### src/rtl/vga_pattern_gen.sv
// Parametrised VGA timing generator with four selectable test patterns.
// Pattern mode and base colour are sampled only at frame wrap so a frame never tears.
module vga_pattern_gen #(
  parameter int H_DISPLAY  = 640,
  parameter int H_FRONT    = 16,
  parameter int H_SYNC     = 96,
  parameter int H_BACK     = 48,
  parameter int V_DISPLAY  = 480,
  parameter int V_FRONT    = 10,
  parameter int V_SYNC     = 2,
  parameter int V_BACK     = 33,
  parameter int CLK_DIV    = 2,
  parameter int COLOR_W    = 1,
  parameter int BAR_SHIFT  = 6,
  parameter int CHECK_LOG2 = 5
) (
  input  logic                 clk,
  input  logic                 reset,
  input  logic [1:0]           mode,
  input  logic [3*COLOR_W-1:0] color,
  output logic                 hsync,
  output logic                 vsync,
  output logic                 video_on,
  output logic [3*COLOR_W-1:0] rgb,
  output logic [10:0]          pixel_x,
  output logic [10:0]          pixel_y,
  output logic                 p_tick,
  output logic                 frame_start
);

  localparam int H_TOTAL = H_DISPLAY + H_FRONT + H_SYNC + H_BACK;
  localparam int V_TOTAL = V_DISPLAY + V_FRONT + V_SYNC + V_BACK;
  localparam int CW      = 3 * COLOR_W;
  localparam int DIV_W   = (CLK_DIV > 1) ? $clog2(CLK_DIV) : 1;

  localparam logic [DIV_W-1:0] DIV_LAST = DIV_W'(CLK_DIV - 1);
  localparam logic [10:0] H_LAST   = 11'(H_TOTAL - 1);
  localparam logic [10:0] V_LAST   = 11'(V_TOTAL - 1);
  localparam logic [10:0] H_VIS    = 11'(H_DISPLAY);
  localparam logic [10:0] V_VIS    = 11'(V_DISPLAY);
  localparam logic [10:0] HS_START = 11'(H_DISPLAY + H_FRONT);
  localparam logic [10:0] HS_END   = 11'(H_DISPLAY + H_FRONT + H_SYNC);
  localparam logic [10:0] VS_START = 11'(V_DISPLAY + V_FRONT);
  localparam logic [10:0] VS_END   = 11'(V_DISPLAY + V_FRONT + V_SYNC);
  localparam logic [10:0] OFF_LAST = 11'(H_DISPLAY - 1);
  localparam logic [11:0] H_WIDE   = 12'(H_DISPLAY);

  typedef enum logic [1:0] {
    PAT_SOLID   = 2'd0,
    PAT_BARS    = 2'd1,
    PAT_CHECKER = 2'd2,
    PAT_SCROLL  = 2'd3
  } pattern_t;

  logic [DIV_W-1:0] div;
  logic             tick;
  logic [10:0]      h_cnt;
  logic [10:0]      v_cnt;
  logic [10:0]      offset;
  pattern_t         mode_q;
  logic [CW-1:0]    color_q;
  logic             frame_wrap;
  logic             visible;
  logic [11:0]      scroll_sum;
  logic [11:0]      scroll_x;
  logic [2:0]       idx;
  logic [CW-1:0]    pix;

  function automatic logic [CW-1:0] bar_colour(input logic [2:0] i);
    return {{COLOR_W{i[2]}}, {COLOR_W{i[1]}}, {COLOR_W{i[0]}}};
  endfunction

  assign tick        = (div == DIV_LAST);
  assign p_tick      = tick & ~reset;
  assign pixel_x     = h_cnt;
  assign pixel_y     = v_cnt;
  assign frame_wrap  = tick && (h_cnt == H_LAST) && (v_cnt == V_LAST);

  always_ff @(posedge clk or posedge reset) begin
    if (reset)     div <= '0;
    else if (tick) div <= '0;
    else           div <= div + 1'b1;
  end

  always_ff @(posedge clk or posedge reset) begin
    if (reset) begin
      h_cnt <= '0;
      v_cnt <= '0;
    end else if (tick) begin
      if (h_cnt == H_LAST) begin
        h_cnt <= '0;
        v_cnt <= (v_cnt == V_LAST) ? 11'd0 : v_cnt + 11'd1;
      end else begin
        h_cnt <= h_cnt + 11'd1;
      end
    end
  end

  always_ff @(posedge clk or posedge reset) begin
    if (reset) begin
      mode_q  <= PAT_SOLID;
      color_q <= '0;
      offset  <= '0;
    end else if (frame_wrap) begin
      mode_q  <= pattern_t'(mode);
      color_q <= color;
      offset  <= (offset == OFF_LAST) ? 11'd0 : offset + 11'd1;
    end
  end

  // A single conditional subtract is an exact modulo wherever the pixel is visible,
  // since both h_cnt and offset are below H_DISPLAY there; blanking masks the rest.
  always_comb begin
    visible    = (h_cnt < H_VIS) && (v_cnt < V_VIS);
    scroll_sum = {1'b0, h_cnt} + {1'b0, offset};
    scroll_x   = (scroll_sum >= H_WIDE) ? scroll_sum - H_WIDE : scroll_sum;
    idx        = 3'(h_cnt >> BAR_SHIFT);
    pix        = color_q;
    case (mode_q)
      PAT_SOLID:   pix = color_q;
      PAT_BARS:    pix = bar_colour(idx);
      PAT_CHECKER: pix = (h_cnt[CHECK_LOG2] ^ v_cnt[CHECK_LOG2]) ? color_q : ~color_q;
      PAT_SCROLL: begin
        idx = 3'(scroll_x >> BAR_SHIFT);
        pix = bar_colour(idx);
      end
      default:     pix = color_q;
    endcase
  end

  always_ff @(posedge clk or posedge reset) begin
    if (reset) begin
      hsync       <= 1'b1;
      vsync       <= 1'b1;
      video_on    <= 1'b0;
      rgb         <= '0;
      frame_start <= 1'b0;
    end else begin
      hsync       <= !((h_cnt >= HS_START) && (h_cnt < HS_END));
      vsync       <= !((v_cnt >= VS_START) && (v_cnt < VS_END));
      video_on    <= visible;
      rgb         <= visible ? pix : '0;
      frame_start <= frame_wrap;
    end
  end

endmodule

### config.mk
export PLATFORM = sky130hd
export DESIGN_NAME = vga_pattern_gen
export DESIGN_NICKNAME = d
export VERILOG_FILES = /design/src/rtl/vga_pattern_gen.sv
export SDC_FILE = /design/constraint.sdc
export NUM_CORES = 1
export LEC_CHECK = 0
export CAP_MARGIN = 0
export CORE_MARGIN = 2
export CORE_UTILIZATION = 35
export DETAILED_ROUTE_END_ITERATION = 10
export GPL_TIMING_DRIVEN = 1
export PLACE_DENSITY = 0.53
export REMOVE_ABC_BUFFERS = 1
export SLEW_MARGIN = 20
export SYNTH_ARGS = -nofsm -noshare
export SYNTH_HDL_FRONTEND = slang
export SYNTH_SLANG_ARGS = --single-unit
### constraint.sdc
create_clock -name clk -period 2.8 [get_ports clk]
set_input_delay 0.28 -clock clk [delete_from_list [all_inputs] [get_ports clk]]
set_output_delay 0.28 -clock clk [all_outputs]
set_load 0.02 [all_outputs]
**After elaboration in Yosys (flattened, before gate mapping)**

Cells that the tools add are included.

- Logic and storage cells: 51
- Register bits after elaboration: 46

- Bitwise operators: 4
- Multiplexer cells: 8
- Reductions and logical operators: 9
- Equality and inequality tests: 6
- $lt $le $gt $ge: 7
- Add/subtract/negate cells: 6

Operators with widths:

| kind | count |
|---|---|
| $add A11 B1 Y11 const B | 3 |
| $eq A11 B10 Y1 const B | 3 |
| $mux W11 | 3 |
| $lt A11 B10 Y1 const B | 2 |
| $lt A11 B9 Y1 const B | 2 |
| $add A11 B11 Y12 | 1 |
| $ge A12 B10 Y1 const B | 1 |
| $pmux W3 S4 | 1 |
| $ge A11 B10 Y1 const B | 1 |
| $ge A11 B9 Y1 const B | 1 |
| $mux W9 | 1 |
| $sub A9 B8 Y9 const B | 1 |
| $mux W3 | 2 |
| $logic_and A1 B1 Y1 | 5 |
| $eq A2 B2 Y1 const B | 2 |
| $not A3 Y3 | 1 |
| $eq A2 B1 Y1 const B | 1 |
| $logic_not A1 Y1 | 2 |
| $logic_not A2 Y1 | 1 |
| $reduce_and A2 Y1 | 1 |
| $add A1 B1 Y1 const B | 1 |
| $and A1 B1 Y1 | 1 |
| $mux W1 | 1 |
| $not A1 Y1 | 1 |
| $xor A1 B1 Y1 | 1 |

**Depth between registers and ports, before layout**

- Depth in word-level cells: 5
- Depth in mapped cells: 9
- Gate-level depth less buffers: 9

**Worst setup path before layout**

Ideal clock, no wire load.

- Path kind: reg-to-reg
- Start: reg h_cnt[0], in the netlist pixel_x[0]
- End: reg rgb[2]
- Clock period less this slack: 2.304 ns
- Arrival time: 2.177 ns
- Setup slack: 0.496 ns
- Stages on the path, launching flop included: 10
- Path buffers: 0
- Setup time: 0.127 ns
- Cells stage by stage: dfrtp_1 ha_1 fa_1 a21oi_1 nor2_1 or4_1 o311ai_1 a311oi_1 a21oi_1 o22ai_1

- Word-level cells in the longest chain between the ends: 5
- Elaborated cells between the ends (all ways): 8
- Those cells by class: add/sub (2); order compare (2); mux (3); reduce/logical (1)

RTL lines:

| what | RTL line | source |
|---|---|---|
| start, declared | 57 | `logic [10:0] h_cnt;` |
| start signal, assigned | 94 | `h_cnt <= h_cnt + 11'd1;` |
| $add A11 B11 Y12 | 115 | `scroll_sum = {1'b0, h_cnt} + {1'b0, offset};` |
| $ge A12 B10 Y1 or $sub A9 B8 Y9 (tied branches) | 116 | `scroll_x = (scroll_sum >= H_WIDE) ? scroll_sum - H_WIDE : scroll_sum;` |
| $mux W9 | 116 |  |
| $pmux W3 S4 | 119 | `case (mode_q)` |
| $mux W3 * | 142 | `rgb <= visible ? pix : '0;` |
| end signal, assigned | 142 |  |
| end, declared | 24 | `output logic [3*COLOR_W-1:0] rgb,` |

Mark *: on every way between the ends. The rest lies on a longest branch, timed or not.
A chain may end at the register's enable or synchronous reset.

**Worst setup path after layout**

- Start: reg h_cnt[0], in the netlist pixel_x[0]
- End: reg rgb[1]

Same word-level chain as after synthesis.

==> results.md <==
* MaxCap Viol Count at 0
* Peak fanout along the critical path at 6
* Area Overhead vs Synth at 23.07%
* Setup WS pre-CTS at around 0.37 ns
* Status: complete, no violations
* Number of post-CTS setup repair buffers at 0
* TritonCTS clock tree: done
* Synth Register Bits at 46
* Final Cycle Share at 0.8769
* Cell repeated most along the worst path: nor2_1
* DP HPWL at between 4 and 5 mm
* Die Y-Extent at about 93 µm
* Share of post-route cells with drive strength above 1 at 0.08357
* N_diodes at 0
* Sequential share of the synthesized area at 0.4204
* Pins Over Slew Limit at 0
* Core box area at around 7600 µm²
* Io pins at 37
* FILL cells at 750
* Clock Sinks at 46
* VDD IR-drop max at between 0.0002 and 0.00025 V
* Timing startpoint of the critical path: pixel_x[0]$_DFFE_PP0P_
* Psw at approximately 250 µW
* Pre-Repair DR Iteration Count at 4
* Slowest stage cell on the critical path: or4_1
* H-Tree Depth at 2
* First-pass GRT wire length at around 11 mm
* Reg clk slew, reported paths at 0.09 ns
* EDFF count, synth at 0
* Mapped Avg Cell Area at ~9.1 µm²
* Power Density at about 350 nW/µm²
* Comb power frac at 0.022
* Worst-Margin Slew at ~0.51 ns
* Final Hold Fails at 0
* Ys async rst share at 1.000
* Full die area at roughly 8600 µm²
* Seq pwr share at 0.558
* CP cell instances: ha_1 > fa_1 > a21oi_1 > nor2_1 > or4_1 > o311ai_1 > a211o_1 > nor2_1 > o22ai_1
* Relative slew slack at 0.6597
* Hold Buf Count CTS at 0
* Final Non-Filler Cells at ~450
* Vias in the first global route at 2240
* Setup-failing EPs final at 0
* Clock latency on the worst-skew pair at roughly 0.3 ns
* Cell Rows at 32
* Top-area cell type share of the netlist area at 0.4013
* Final ANT Viol Nets at 0
* CP required at 3.02 ns
* Initial Utilization at 0.3588
* Main synth FF type: dfrtp_1
* Largest net degree at the start of global routing at 26
* Peak Freq at 407.3 MHz
* Crit end category: flip-flop
* Resized cells post-CTS at 0
* Worst-case clock buffer depth at 2
* DR iter-0 viols at 106
* Hold crit path type: in -> async
* Gr ovfl total at 0
* Total Routing Usage GR at 0.1653
* DRC at 0
* Post-Route WL at 6.531 mm
* Total negative setup slack at 0 ns
* DR vias/cell at 5.122
* Placed cell count at 441
* # nets final at between 300 and 400
* Kind of critical path: reg -> reg
* Distinct cells, synth at between 50 and 60
* RSZ-0062 raised after global routing: false
* Cts bufs inserted at 5
* CP startpoint kind: flip-flop
* Sw frac at 0.2086
* Crit path buf inv count at 0
* Int Pwr at between 900 and 1000 µW
* Root Buffer: clkbuf_8
* Post-Syn Area at approximately 2700 µm²
* Avg WL per Cell at 14.55 µm
* Die W at between 90 and 100 µm
* Mapped Cells at 301
* Top cells by area, synth: dfrtp_1 40%, ha_1 6.8%, nand2_1 5.9%
* Largest area contributor in the netlist: dfrtp_1
* CP peak stage delay at 0.52 ns
* Initial antenna violation count at 0
* Critical path data arrival time at 2.67 ns
* Fin Clk Skew at between 0.01 and 0.015 ns
* Clock share of power at 0.420
* P_leak at between 0.001 and 0.0015 µW
* Reg-to-Reg Start: pixel_x[0]$_DFFE_PP0P_
* Total number of vias at between 2000 and 2500
* PortBufs at 36
* CP top delay family: compound AO/OA/AOI/OAI gates
* Min Tclk post-route at between 2 and 2.5 ns
* Final worst slack at approximately 0.34 ns
* GP Congestion at 0.7689
* Synth warn at 0
-- area by class of cell --
cell class | count | area, µm² | area share
Sequential cell | 46 | 1154 | 0.3416
Multi-Input combinational cell | 237 | 1521 | 0.4505
Tap cell | 102 | 127.6 | 0.03779
Timing Repair Buffer | 43 | 412.9 | 0.1223
Inverter | 13 | 48.80 | 0.01445
Clock buffer | 5 | 68.82 | 0.02038
Clock inverter | 3 | 43.79 | 0.01297
-- cell families (layout without fill, tap and decap cells) --
kind of cell,Yosys count,after routing,synth area share
and+or+nand+nor,133,133,0.2490
AOI/OAI and AO/OA,61,61,0.1423
DFF,46,46,0.4204
xor gates and xnor gates,24,24,0.07661
buffers and inverters,18,64,0.02507
adders and majority gates,16,16,0.07570
muxes,3,3,0.01094
-- cell usage after synthesis (2+ instances only) --
library cell and count:
or2_1 2, o211ai_1 2, nand2_1 43, nand4_1 9, nand3b_1 2, a2111oi_0 2, a311oi_1 2, clkbuf_1 4
dfstp_2 2, nor3b_1 2, o21ai_0 10, nor4bb_1 2, nor2b_1 4, or3_1 2, nor4_1 3, inv_1 12
o22ai_1 3, nand3_1 17, xor2_1 6, o21a_1 2, mux2i_1 3, a21oi_1 13, nor3_1 7, o31ai_2 2
nor2_1 24, o21ai_1 12, a211oi_1 3, o31ai_1 2, ha_1 15, dfrtp_1 44, xnor2_1 18, and3_1 4
-- worst paths after layout --
kind	cells after the start	to	slack, ns
worst max-delay path	9	rgb[1]$_DFF_PP0_	0.34
worst min-delay path	2	div$_DFF_PP0_	0.36
worst max register to register	9	rgb[1]$_DFF_PP0_	0.34
worst min register to register	2	color_q[0]$_DFFE_PP0P_	0.50
max in group asynchronous	3	vsync$_DFF_PP1_	1.80
min in group clk	2	color_q[0]$_DFFE_PP0P_	0.50
-- routing by layer --
layer  wire, µm  track usage  vias up  part of all wire
li1           -            -     1167                 -
met1       3167       0.2336     1089              0.48
met2       3074       0.2585       40              0.47
met3        228      0.03255        4             0.035
met4         60      0.04602        0            0.0092
met5          0            0        -                 0
-- per-stage QoR --
stage	hold WS, ns	power (µW)	area, µm²	util
3_5_place_dp	0.4847	705.1	3264	0.4269
6_report	0.3603	1190	3377	0.4416
2_1_floorplan	0.3925	688.1	2724	-
3_3_place_gp	0.4847	705.2	3264	0.4269
5_1_grt	0.3991	1250	3377	0.4416
4_1_cts	0.3675	1213	3377	0.4416
-- worst reg2reg max path, cell delays in order, from the launching register on --
cell,delay [ns]
dfrtp_1,0.45
ha_1,0.25
fa_1,0.39
a21oi_1,0.16
nor2_1,0.09
or4_1,0.52
o311ai_1,0.17
a211o_1,0.20
nor2_1,0.04
o22ai_1,0.12
-- power by group through the flow --
stage / clock [µW] / sequential, µW / combinational, µW
after floorplan: 0 / 677 / 11.1
after global placement: 0 / 677 / 28.3
after detailed placement: 0 / 677 / 28.2
after CTS: 522 / 664 / 28.0
after global routing: 555 / 664 / 30.7
final: 500 / 664 / 26.6
-- flip-flops by register name, summed over array words and instances (netlist names) --
signal       count
pixel_y         11
mode_q           2
offset          11
rgb              3
pixel_x         11
video_on         1
div              1
vsync            1
hsync            1
frame_start      1
color_q          3
-- cells in the final DEF, fill, tap and decap left out, types with 3 or more instances in the layout --
cell / n
inv_1: 11
o21ai_1: 12
clkdlybuf4s50_1: 36
nor4_1: 3
buf_4: 7
xor2_1: 6
a211oi_1: 3
ha_1: 15
a21oi_1: 13
nor2_1: 24
clkbuf_8: 5
nor2b_1: 4
and3_1: 4
nor3_1: 7
o21ai_0: 10
o22ai_1: 3
xnor2_1: 18
nand3_1: 17
dfrtp_1: 44
mux2i_1: 3
nand4_1: 9
nand2_1: 43
Note: power is estimated with default switching activity, not from simulation.
